--- config.mk ---
export PLATFORM = sky130hd
export DESIGN_NAME = ir_nec_receiver
export DESIGN_NICKNAME = d
export VERILOG_FILES = /design/src/rtl/ir_pkg.sv /design/src/rtl/ir_rx_conditioner.sv /design/src/rtl/ir_nec_receiver.sv
export SDC_FILE = /design/constraint.sdc
export NUM_CORES = 1
export LEC_CHECK = 0
export BUFFER_PORTS_ARGS = -buffer_cell sky130_fd_sc_hd__clkbuf_2
export CAP_MARGIN = 20
export CORE_ASPECT_RATIO = 1.2
export CORE_MARGIN = 2
export CORE_UTILIZATION = 60
export CTS_CLUSTER_DIAMETER = 100
export DETAILED_ROUTE_END_ITERATION = 8
export GPL_TIMING_DRIVEN = 0
export PLACE_DENSITY = 0.8
export REMOVE_ABC_BUFFERS = 1
export SYNTH_ARGS = -nofsm -noshare
export SYNTH_HDL_FRONTEND = slang
export SYNTH_SLANG_ARGS = --single-unit
--- constraint.sdc ---
create_clock -name clk_in -period 6.8 [get_ports clk_in]
set_input_delay 1.02 -clock clk_in [delete_from_list [all_inputs] [get_ports clk_in]]
set_output_delay 1.02 -clock clk_in [all_outputs]
set_load 0.01 [all_outputs]
--- src/rtl/ir_pkg.sv ---
// Shared definitions for the NEC IR receiver: FSM states, pulse-width windows in
// 10 us ticks, and a window-compare helper.
package ir_pkg;

  typedef enum logic [2:0] {
    ST_IDLE,
    ST_LEAD_MARK,
    ST_LEAD_SPACE,
    ST_BIT_MARK,
    ST_BIT_SPACE,
    ST_STOP_MARK,
    ST_RPT_MARK
  } ir_state_t;

  localparam int          TICK_US   = 10;
  localparam int          WIDTH_W   = 11;
  localparam logic [10:0] WIDTH_MAX = 11'd2047;

  localparam logic [10:0] LEAD_MARK_MIN  = 11'd800;
  localparam logic [10:0] LEAD_MARK_MAX  = 11'd1000;
  localparam logic [10:0] DATA_SPACE_MIN = 11'd400;
  localparam logic [10:0] DATA_SPACE_MAX = 11'd500;
  localparam logic [10:0] RPT_SPACE_MIN  = 11'd180;
  localparam logic [10:0] RPT_SPACE_MAX  = 11'd270;
  localparam logic [10:0] BIT_MARK_MIN   = 11'd40;
  localparam logic [10:0] BIT_MARK_MAX   = 11'd70;
  localparam logic [10:0] ZERO_SPACE_MIN = 11'd40;
  localparam logic [10:0] ZERO_SPACE_MAX = 11'd70;
  localparam logic [10:0] ONE_SPACE_MIN  = 11'd140;
  localparam logic [10:0] ONE_SPACE_MAX  = 11'd190;
  localparam logic [10:0] TIMEOUT        = 11'd1100;

  function automatic logic in_window(input logic [10:0] w, input logic [10:0] lo,
                                     input logic [10:0] hi);
    return (w >= lo) && (w <= hi);
  endfunction

endpackage

--- src/rtl/ir_rx_conditioner.sv ---
// Two-flop synchroniser plus stability filter for the raw IR pin; emits the
// filtered mark level and a one-cycle strobe whenever that level changes.
module ir_rx_conditioner #(
  parameter int DEGLITCH      = 8,
  parameter int RX_ACTIVE_LOW = 1
) (
  input  logic clk,
  input  logic rst_n,
  input  logic rx,
  output logic mark,
  output logic mark_edge
);

  localparam int             CW         = (DEGLITCH > 1) ? $clog2(DEGLITCH) : 1;
  localparam logic [CW-1:0]  CNT_LAST   = CW'(DEGLITCH - 1);
  localparam logic           IDLE_LEVEL = (RX_ACTIVE_LOW != 0);

  logic [1:0]    sync_reg;
  logic [CW-1:0] cnt_reg;
  logic          mark_reg;
  logic          edge_reg;
  logic          raw_mark;

  // Line idles at the non-mark level, so the synchroniser resets there too.
  always_ff @(posedge clk or negedge rst_n) begin
    if (!rst_n) sync_reg <= {IDLE_LEVEL, IDLE_LEVEL};
    else        sync_reg <= {sync_reg[0], rx};
  end

  assign raw_mark = sync_reg[1] ^ IDLE_LEVEL;

  // A new level is accepted only after DEGLITCH consecutive differing samples.
  always_ff @(posedge clk or negedge rst_n) begin
    if (!rst_n) begin
      cnt_reg  <= '0;
      mark_reg <= 1'b0;
      edge_reg <= 1'b0;
    end else begin
      edge_reg <= 1'b0;
      if (raw_mark == mark_reg) begin
        cnt_reg <= '0;
      end else if (cnt_reg == CNT_LAST) begin
        cnt_reg  <= '0;
        mark_reg <= raw_mark;
        edge_reg <= 1'b1;
      end else begin
        cnt_reg <= cnt_reg + 1'b1;
      end
    end
  end

  assign mark      = mark_reg;
  assign mark_edge = edge_reg;

endmodule

--- src/rtl/ir_nec_receiver.sv ---
// NEC IR frame decoder: measures mark/space widths in 10 us ticks and walks
// the leader/data/repeat sequence, publishing validated 32-bit codes.
module ir_nec_receiver
  import ir_pkg::*;
#(
  parameter int CLK_HZ        = 74_250_000,
  parameter int DEGLITCH      = 8,
  parameter int RX_ACTIVE_LOW = 1
) (
  input  logic        clk_in,
  input  logic        rst_n_in,
  input  logic        ir_rx_in,
  output logic [31:0] code_out,
  output logic        valid_out,
  output logic        repeat_out,
  output logic        busy_out
);

  localparam int            TICK_DIV  = CLK_HZ / (1_000_000 / TICK_US);
  localparam int            PW        = (TICK_DIV > 1) ? $clog2(TICK_DIV) : 1;
  localparam logic [PW-1:0] TICK_LAST = PW'(TICK_DIV - 1);

  logic               mark, mark_edge, mark_rise, mark_fall;
  logic [PW-1:0]      presc_reg;
  logic               tick;
  logic [WIDTH_W-1:0] width_reg;
  ir_state_t          state_reg, state_next;
  logic [31:0]        shreg_reg, shreg_shifted;
  logic [4:0]         bitcnt_reg;
  logic               have_code_reg;
  logic               shift_en, bit_val, clr_bitcnt, frame_done, rpt_hit;

  ir_rx_conditioner #(
    .DEGLITCH      (DEGLITCH),
    .RX_ACTIVE_LOW (RX_ACTIVE_LOW)
  ) u_cond (
    .clk       (clk_in),
    .rst_n     (rst_n_in),
    .rx        (ir_rx_in),
    .mark      (mark),
    .mark_edge (mark_edge)
  );

  assign mark_rise = mark_edge & mark;
  assign mark_fall = mark_edge & ~mark;
  assign tick      = (presc_reg == TICK_LAST);

  always_ff @(posedge clk_in or negedge rst_n_in) begin
    if (!rst_n_in) presc_reg <= '0;
    else if (tick) presc_reg <= '0;
    else           presc_reg <= presc_reg + 1'b1;
  end

  // Width of the current mark or space; restarts at every accepted edge.
  always_ff @(posedge clk_in or negedge rst_n_in) begin
    if (!rst_n_in)                          width_reg <= '0;
    else if (mark_edge)                     width_reg <= '0;
    else if (tick && width_reg != WIDTH_MAX) width_reg <= width_reg + 11'd1;
  end

  always_ff @(posedge clk_in or negedge rst_n_in) begin
    if (!rst_n_in) state_reg <= ST_IDLE;
    else           state_reg <= state_next;
  end

  always_comb begin
    state_next = state_reg;
    shift_en   = 1'b0;
    bit_val    = 1'b0;
    clr_bitcnt = 1'b0;
    frame_done = 1'b0;
    rpt_hit    = 1'b0;
    case (state_reg)
      ST_IDLE:       if (mark_rise) state_next = ST_LEAD_MARK;
      ST_LEAD_MARK:  if (mark_fall)
                       state_next = in_window(width_reg, LEAD_MARK_MIN, LEAD_MARK_MAX)
                                    ? ST_LEAD_SPACE : ST_IDLE;
      ST_LEAD_SPACE: if (mark_rise) begin
                       if (in_window(width_reg, DATA_SPACE_MIN, DATA_SPACE_MAX)) begin
                         state_next = ST_BIT_MARK;
                         clr_bitcnt = 1'b1;
                       end else if (in_window(width_reg, RPT_SPACE_MIN, RPT_SPACE_MAX)) begin
                         state_next = ST_RPT_MARK;
                       end else begin
                         state_next = ST_IDLE;
                       end
                     end
      ST_BIT_MARK:   if (mark_fall)
                       state_next = in_window(width_reg, BIT_MARK_MIN, BIT_MARK_MAX)
                                    ? ST_BIT_SPACE : ST_IDLE;
      ST_BIT_SPACE:  if (mark_rise) begin
                       if (in_window(width_reg, ZERO_SPACE_MIN, ZERO_SPACE_MAX)) begin
                         shift_en = 1'b1;
                       end else if (in_window(width_reg, ONE_SPACE_MIN, ONE_SPACE_MAX)) begin
                         shift_en = 1'b1;
                         bit_val  = 1'b1;
                       end
                       if (!shift_en)               state_next = ST_IDLE;
                       else if (bitcnt_reg == 5'd31) begin
                         state_next = ST_STOP_MARK;
                         frame_done = 1'b1;
                       end else                     state_next = ST_BIT_MARK;
                     end
      ST_STOP_MARK:  if (mark_fall) state_next = ST_IDLE;
      ST_RPT_MARK:   if (mark_fall) begin
                       rpt_hit    = in_window(width_reg, BIT_MARK_MIN, BIT_MARK_MAX) & have_code_reg;
                       state_next = ST_IDLE;
                     end
      default:       state_next = ST_IDLE;
    endcase
    // A stalled line aborts silently from any active state.
    if (state_reg != ST_IDLE && width_reg > TIMEOUT) begin
      state_next = ST_IDLE;
      shift_en   = 1'b0;
      frame_done = 1'b0;
      rpt_hit    = 1'b0;
    end
  end

  assign shreg_shifted = {shreg_reg[30:0], bit_val};

  always_ff @(posedge clk_in or negedge rst_n_in) begin
    if (!rst_n_in) begin
      shreg_reg     <= '0;
      bitcnt_reg    <= '0;
      have_code_reg <= 1'b0;
      code_out      <= '0;
      valid_out     <= 1'b0;
      repeat_out    <= 1'b0;
    end else begin
      valid_out  <= 1'b0;
      repeat_out <= 1'b0;
      if (clr_bitcnt) begin
        bitcnt_reg <= '0;
        shreg_reg  <= '0;
      end
      if (shift_en) begin
        shreg_reg  <= shreg_shifted;
        bitcnt_reg <= bitcnt_reg + 5'd1;
      end
      if (frame_done && (shreg_shifted[15:8] == ~shreg_shifted[7:0])) begin
        code_out      <= shreg_shifted;
        valid_out     <= 1'b1;
        have_code_reg <= 1'b1;
      end
      if (rpt_hit) repeat_out <= 1'b1;
    end
  end

  assign busy_out = (state_reg != ST_IDLE);

endmodule

# Word level (Yosys, flattened, before mapping)
# Cells that the tools add are included.
[classes] n_bitwise=7 n_mux=48 add_sub_neg=4 n_eq_ne=18 n_reduce_logical=15 order_cmp=11
[ops] cell="$mux 31" n=2
[ops] cell="$mux 3" n=14
[ops] cell="$mux 1" n=25
[ops] cell="$ge 11x8->1 const B" n=2
[ops] cell="$le 11x9->1 const B" n=2
[ops] cell="$mux 11" n=2
[ops] cell="$pmux 3 s6" n=1
[ops] cell="$ne 3x3->1 const B" n=5
[ops] cell="$eq 3x3->1 const B" n=4
[ops] cell="$add 11x1->11 const B" n=1
[ops] cell="$ge 11x10->1 const B" n=1
[ops] cell="$ge 11x6->1 const B" n=1
[ops] cell="$ge 11x9->1 const B" n=1
[ops] cell="$gt 11x11->1 const B" n=1
[ops] cell="$le 11x10->1 const B" n=1
[ops] cell="$le 11x7->1 const B" n=1
[ops] cell="$le 11x8->1 const B" n=1
[ops] cell="$ne 11x11->1 const B" n=1
[ops] cell="$add 10x1->10 const B" n=1
[ops] cell="$eq 10x10->1 const B" n=1
[ops] cell="$mux 10" n=1
[ops] cell="$mux 5" n=2
[ops] cell="$eq 8x8->1" n=1
[ops] cell="$logic_and 1x1->1" n=8
[ops] cell="17 further kinds" n=23
[word_totals] regBits=102 in_bits=3 elab_cells=116

# Longest topological paths before layout
[logic_depth] word_depth=12 ltp_mapped=9 depth_no_buf=8

# Cells and area by module
# Synthesis repeated with hierarchy kept, for this count alone.
[unflattened] hier_cells=396 area_unflattened_um2=4887.2
[modules_own_cells] mod="ir_nec_receiver" area_each_um2=4626.9 cells_each=380 n_inst=1
[modules_own_cells] mod="ir_rx_conditioner" area_each_um2=260.2 cells_each=16 n_inst=1

# Worst setup path before layout
# No wires, ideal clock.
[synth_path] kind="register to register" start="reg bitcnt_reg[0]" end="reg code_out[1]" arrival_ps=2233 setup_ps=123 period_less_slack_ps=2356 n_path_buf=0 required_time_ps=6677 stages_incl_launch_ff=9 path_slack_ps=4444 path_cell_list="dfrtp_1 -> ha_1 -> and3_1 -> ha_1 -> nand4_1 -> nor4_1 -> nand2_1 -> o22a_1 -> o221a_2"
[synth_via] elab_chain_len=7
[synth_rtl] item="start: declaration" line="ir_nec_receiver.sv:29" text="logic [4:0] bitcnt_reg;"
[synth_rtl] item="start signal: assignment" line="ir_nec_receiver.sv:139" text="bitcnt_reg <= bitcnt_reg + 5'd1;"
[synth_rtl] item="$eq 5x5->1" line="ir_nec_receiver.sv:99" text="else if (bitcnt_reg == 5'd31) begin"
[synth_rtl] item="$mux 1" line="ir_nec_receiver.sv:99"
[synth_rtl] item="$mux 1" line="ir_nec_receiver.sv:98" text="if (!shift_en) state_next = ST_IDLE;"
[synth_rtl] item="$mux 1" line="ir_nec_receiver.sv:91" text="ST_BIT_SPACE: if (mark_rise) begin"
[synth_rtl] item="$mux 1" line="ir_nec_receiver.sv:73" text="case (state_reg)"
[synth_rtl] item="$mux 1" line="ir_nec_receiver.sv:112" text="if (state_reg != ST_IDLE && width_reg > TIMEOUT) begin"
[synth_rtl] item="$logic_and 1x1->1" line="ir_nec_receiver.sv:141" text="if (frame_done && (shreg_shifted[15:8] == ~shreg_shifted[7:0])) begin"
[synth_rtl] item="end signal: assignment" line="ir_nec_receiver.sv:142" text="code_out <= shreg_shifted;"
[synth_rtl] item="end: declaration" line="ir_nec_receiver.sv:13" text="output logic [31:0] code_out,"
# Every way passes these cells.
# A chain may end at the register's enable or synchronous reset.

# Final worst setup path
[layout_path] start="reg width_reg[7]" end="reg code_out[15]"
[layout_via] elab_chain_len=11
[layout_rtl] item="start: declaration" line="ir_nec_receiver.sv:26" text="logic [WIDTH_W-1:0] width_reg;"
[layout_rtl] item="start signal: assignment" line="ir_nec_receiver.sv:58" text="else if (tick && width_reg != WIDTH_MAX) width_reg <= width_reg + 11'd1;"
[layout_rtl] item="$ge 11x8->1 / $le 11x8->1 (equally long branches)" line="ir_pkg.sv:35" text="return (w >= lo) && (w <= hi);"
[layout_rtl] item="$logic_and 1x1->1" line="ir_pkg.sv:35"
[layout_rtl] item="$mux 1" line="ir_nec_receiver.sv:94" text="end else if (in_window(width_reg, ONE_SPACE_MIN, ONE_SPACE_MAX)) begin"
[layout_rtl] item="$mux 1" line="ir_nec_receiver.sv:92" text="if (in_window(width_reg, ZERO_SPACE_MIN, ZERO_SPACE_MAX)) begin"
[layout_rtl] item="$mux 1" line="ir_nec_receiver.sv:91"
[layout_rtl] item="$mux 1" line="ir_nec_receiver.sv:73"
[layout_rtl] item="$mux 1" line="ir_nec_receiver.sv:98"
[layout_rtl] item="$mux 1" line="ir_nec_receiver.sv:91"
[layout_rtl] item="$mux 1" line="ir_nec_receiver.sv:73"
[layout_rtl] item="$mux 1" line="ir_nec_receiver.sv:112"
[layout_rtl] item="$logic_and 1x1->1 *" line="ir_nec_receiver.sv:141"
# Mark *: on every way between the ends. The rest lies on a longest branch, timed or not. The select of a mux whose other input is x is not followed.

==> impl_metrics.csv <==
group,metric,value,unit
setup_path,worst_path_largest_cell_delay,0.87,ns
setup_path,r2r.worst_path.cells,6,
die,die_h,103,um
clock_network,cts_tree,"yes",
drt,drc,0,
drt,wl_per_cell,17.4,um
grt,grt_pass1_vias,3461,
hold_path,holdPathStages,0,
sta,grt_setup_unrepaired,"false",
die,top_level_ports,38,
drt,vias,3703,
placement,hpwl,6600,um
yosys,synth.area.top_cells,"dfrtp_1 (51%), a22o_1 (5.7%), o22a_1 (5.7%)",
setup_path,timing.rr.end,"code_out[15]$_DFFE_PN0P_",
yosys,synth_edf_count,0,
status,outcome,"finished, final reports clean",
placement,port_buffers,37,
drt,firstDrtPassIters,5,
grt,antenna_found_initial,0,
clock_network,h-tree-depth,3,
yosys,synth_cell_types,55,
clock_network,clk_pin_slew,0.10,ns
clock_network,cts-root-buf,"clkbuf_8",
clock_network,holdBufCountCts,0,
cells_and_area,n_antenna_cell,0,
sta,finClkSkew,0.0133,ns
placement,place_congestion,0.856,
yosys,ys_async_sr_fraction,100,%
clock_network,clk_path_buf_depth,2,
drt,wirelength,10000,um
sta,fin_crit,3.20,ns
grt,grt_pass1_wl,16900,um
pwr,leakagePower,2.49,nW
cells_and_area,area_growth,10.4,%
pwr,power.density,207,nW/um2
job,drv_cap,0,
setup_path,arrival,3.51,ns
sta,setup_tns,0,ns
yosys,yosys_most_used_dff,"dfrtp_1",
sta,finalHoldViolCount,0,
clock_network,clkLatencyLatePin,0.38,ns
cells_and_area,fillers,595,
yosys,syn_area_per_cell,10.8,um2
setup_path,worstPathCellList,"nor4b_1 > nand2_1 > o22ai_1 > nand2_1 > a21oi_2 > o22a_1",
setup_path,critPathKind,"register to register",
sta,drv_slew,0,
drt,dr.first_iter.drc_count,372,
die,dieArea,8960,um2
sta,worst_pin_slew,1.10,ns
setup_path,crit_required,7.12,ns
sta,whs,0.360,ns
setup_path,critPathMaxFanout,21,
setup_path,r2r-start,"width_reg[7]$_DFFE_PN0P_",
pwr,peakVddDrop,0.137,mV
hold_path,hold_start,"u_cond.sync_reg[0]$_DFF_PN1_",
yosys,synth.top_cell.area_share,50.7,%
cells_and_area,largest_reg_flops,32,
setup_path,slowest_stage,"o22ai_1",
clock_network,post_cts_buffers,0,
clock_network,clock_sinks,102,
clock_network,cts_buffers,9,
yosys,yosysSeqAreaShare,51.8,%
die,initial_core_util,61.2,%
setup_path,reg2reg_slack,3.60,ns
die,chipWidth,86.8,um
setup_path,cp-end-kind,"register",
drt,drtAntennaViolNets,0,
cells_and_area,final_cell_mix,"dfrtp_1 (100), nor2_1 (36), clkbuf_2 (36)",
yosys,synth_top_area_cell,"dfrtp_1",
clock_network,ctsResizeCount,0,
setup_path,crit_top_cell,"nand2_1",
yosys,synthesis.area,4930,um2
sta,setup_viol,0,
cells_and_area,nets,487,
sta,period_share,47.0,%
die,num_rows,36,
grt,track_usage,24.1,%
grt,grt_max_degree,71,
sta,timing.max_slew.rel_slack,26.6,%
hold_path,hold_end,"u_cond.sync_reg[1]$_DFF_PN1_",
sta,fmaxAchievable,0.313,GHz
grt,globalRouteOverflowTotal,0,
yosys,synthCells,457,
cells_and_area,layout-drive-gt1-share,17.3,%
drt,viasPerCell,6.43,
yosys,ys_seq_elements,102,
yosys,ys_warn_count,0,
setup_path,cp-start-kind,"register",
cells_and_area,final_common_cell,"dfrtp_1",
die,core_area,8060,um2
hold_path,hp-class,"register to register",
-- worst max-delay path, delay by kind of cell (launching register included) --
kind,cells,cell delay (ns)
simple gates,3,0.60
compound gates,3,1.91
flops,1,0.59
-- kinds of logic (layout without fill, tap and decap cells) --
logic type / after synthesis / in the layout / synth area share [%]
AOI/OAI and AO/OA: 140 / 140 / 22.1
xor gates and xnor gates: 24 / 24 / 4.26
adders and majority gates: 8 / 8 / 2.03
buffers and inverters: 47 / 71 / 4.11
DFF: 102 / 102 / 51.8
muxes: 4 / 4 / 0.837
and+or+nand+nor: 132 / 132 / 14.8
-- worst max path at each step --
stage                                   from                       end  slack [ns]  cells past startpoint
detailed placement  width_reg[4]$_DFFE_PN0P_  code_out[15]$_DFFE_PN0P_        3.67                      6
floorplan           state_reg[1]$_DFFE_PN0P_  code_out[10]$_DFFE_PN0P_        3.17                      6
global route        width_reg[4]$_DFFE_PN0P_  code_out[15]$_DFFE_PN0P_        3.41                      6
finish              width_reg[7]$_DFFE_PN0P_  code_out[15]$_DFFE_PN0P_        3.60                      6
global placement    state_reg[1]$_DFFE_PN0P_  code_out[20]$_DFFE_PN0P_        2.21                      6
CTS                 width_reg[7]$_DFFE_PN0P_  code_out[15]$_DFFE_PN0P_        3.64                      6
-- metal layers --
layer / wire length, um / part of all wire, % / GRT usage, % / up-vias
met5: 0 / 0 / 0 / -
met4: 189 / 1.9 / 9.74 / 0
met3: 531 / 5.3 / 4.84 / 19
met2: 4780 / 48 / 38.5 / 106
met1: 4510 / 45 / 32.5 / 1833
li1: - / - / - / 1745
-- power by group --
group / total (mW) / switching, mW / internal (mW)
Sequential: 0.628 / 0.0119 / 0.616
Combinational: 0.0384 / 0.0225 / 0.0159
Clock: 0.463 / 0.215 / 0.248
Total: 1.13 / 0.250 / 0.880
-- stage by stage --
| stage | power [mW] | setup slack, ns | instance area (um2) | std cells | util (%) |
|---|---|---|---|---|---|
| global placement | 0.674 | 2.21 | 5080 | 556 | 63.1 |
| CTS | 1.14 | 3.64 | 5440 | 576 | 67.5 |
| floorplan | 0.657 | 3.17 | 4780 | 424 | - |
| detailed placement | 0.680 | 3.67 | 5200 | 560 | 64.5 |
| finish | 1.13 | 3.60 | 5440 | 576 | 67.5 |
| global route | 1.17 | 3.41 | 5440 | 576 | 67.5 |
-- cell usage after synthesis, drive strengths merged, types with 3 or more instances --
library cell    n
xnor2          12
dfrtp         100
o21ai          24
nand2b          6
o22ai           3
xor2           12
nor4b           3
a21oi          19
ha              8
a221oi          4
nor2           37
nor3           10
and2            4
inv            14
o22a           32
and3            4
o221a           9
clkbuf         27
buf             6
nor4           18
nand4           5
a22o           32
mux2i           3
nand2          19
nand3          13
-- final cells by class --
cell class,instances,area (um2),share of cell area [%]
tap,95,119,2.18
multi-input combinational,308,2190,40.3
clock buffer,10,128,2.34
sequential,102,2550,46.9
clock inverter,6,116,2.14
inverter,14,52.6,0.965
timing repair buffer,41,282,5.17
No activity file was read; power rests on OpenSTA's default activity.
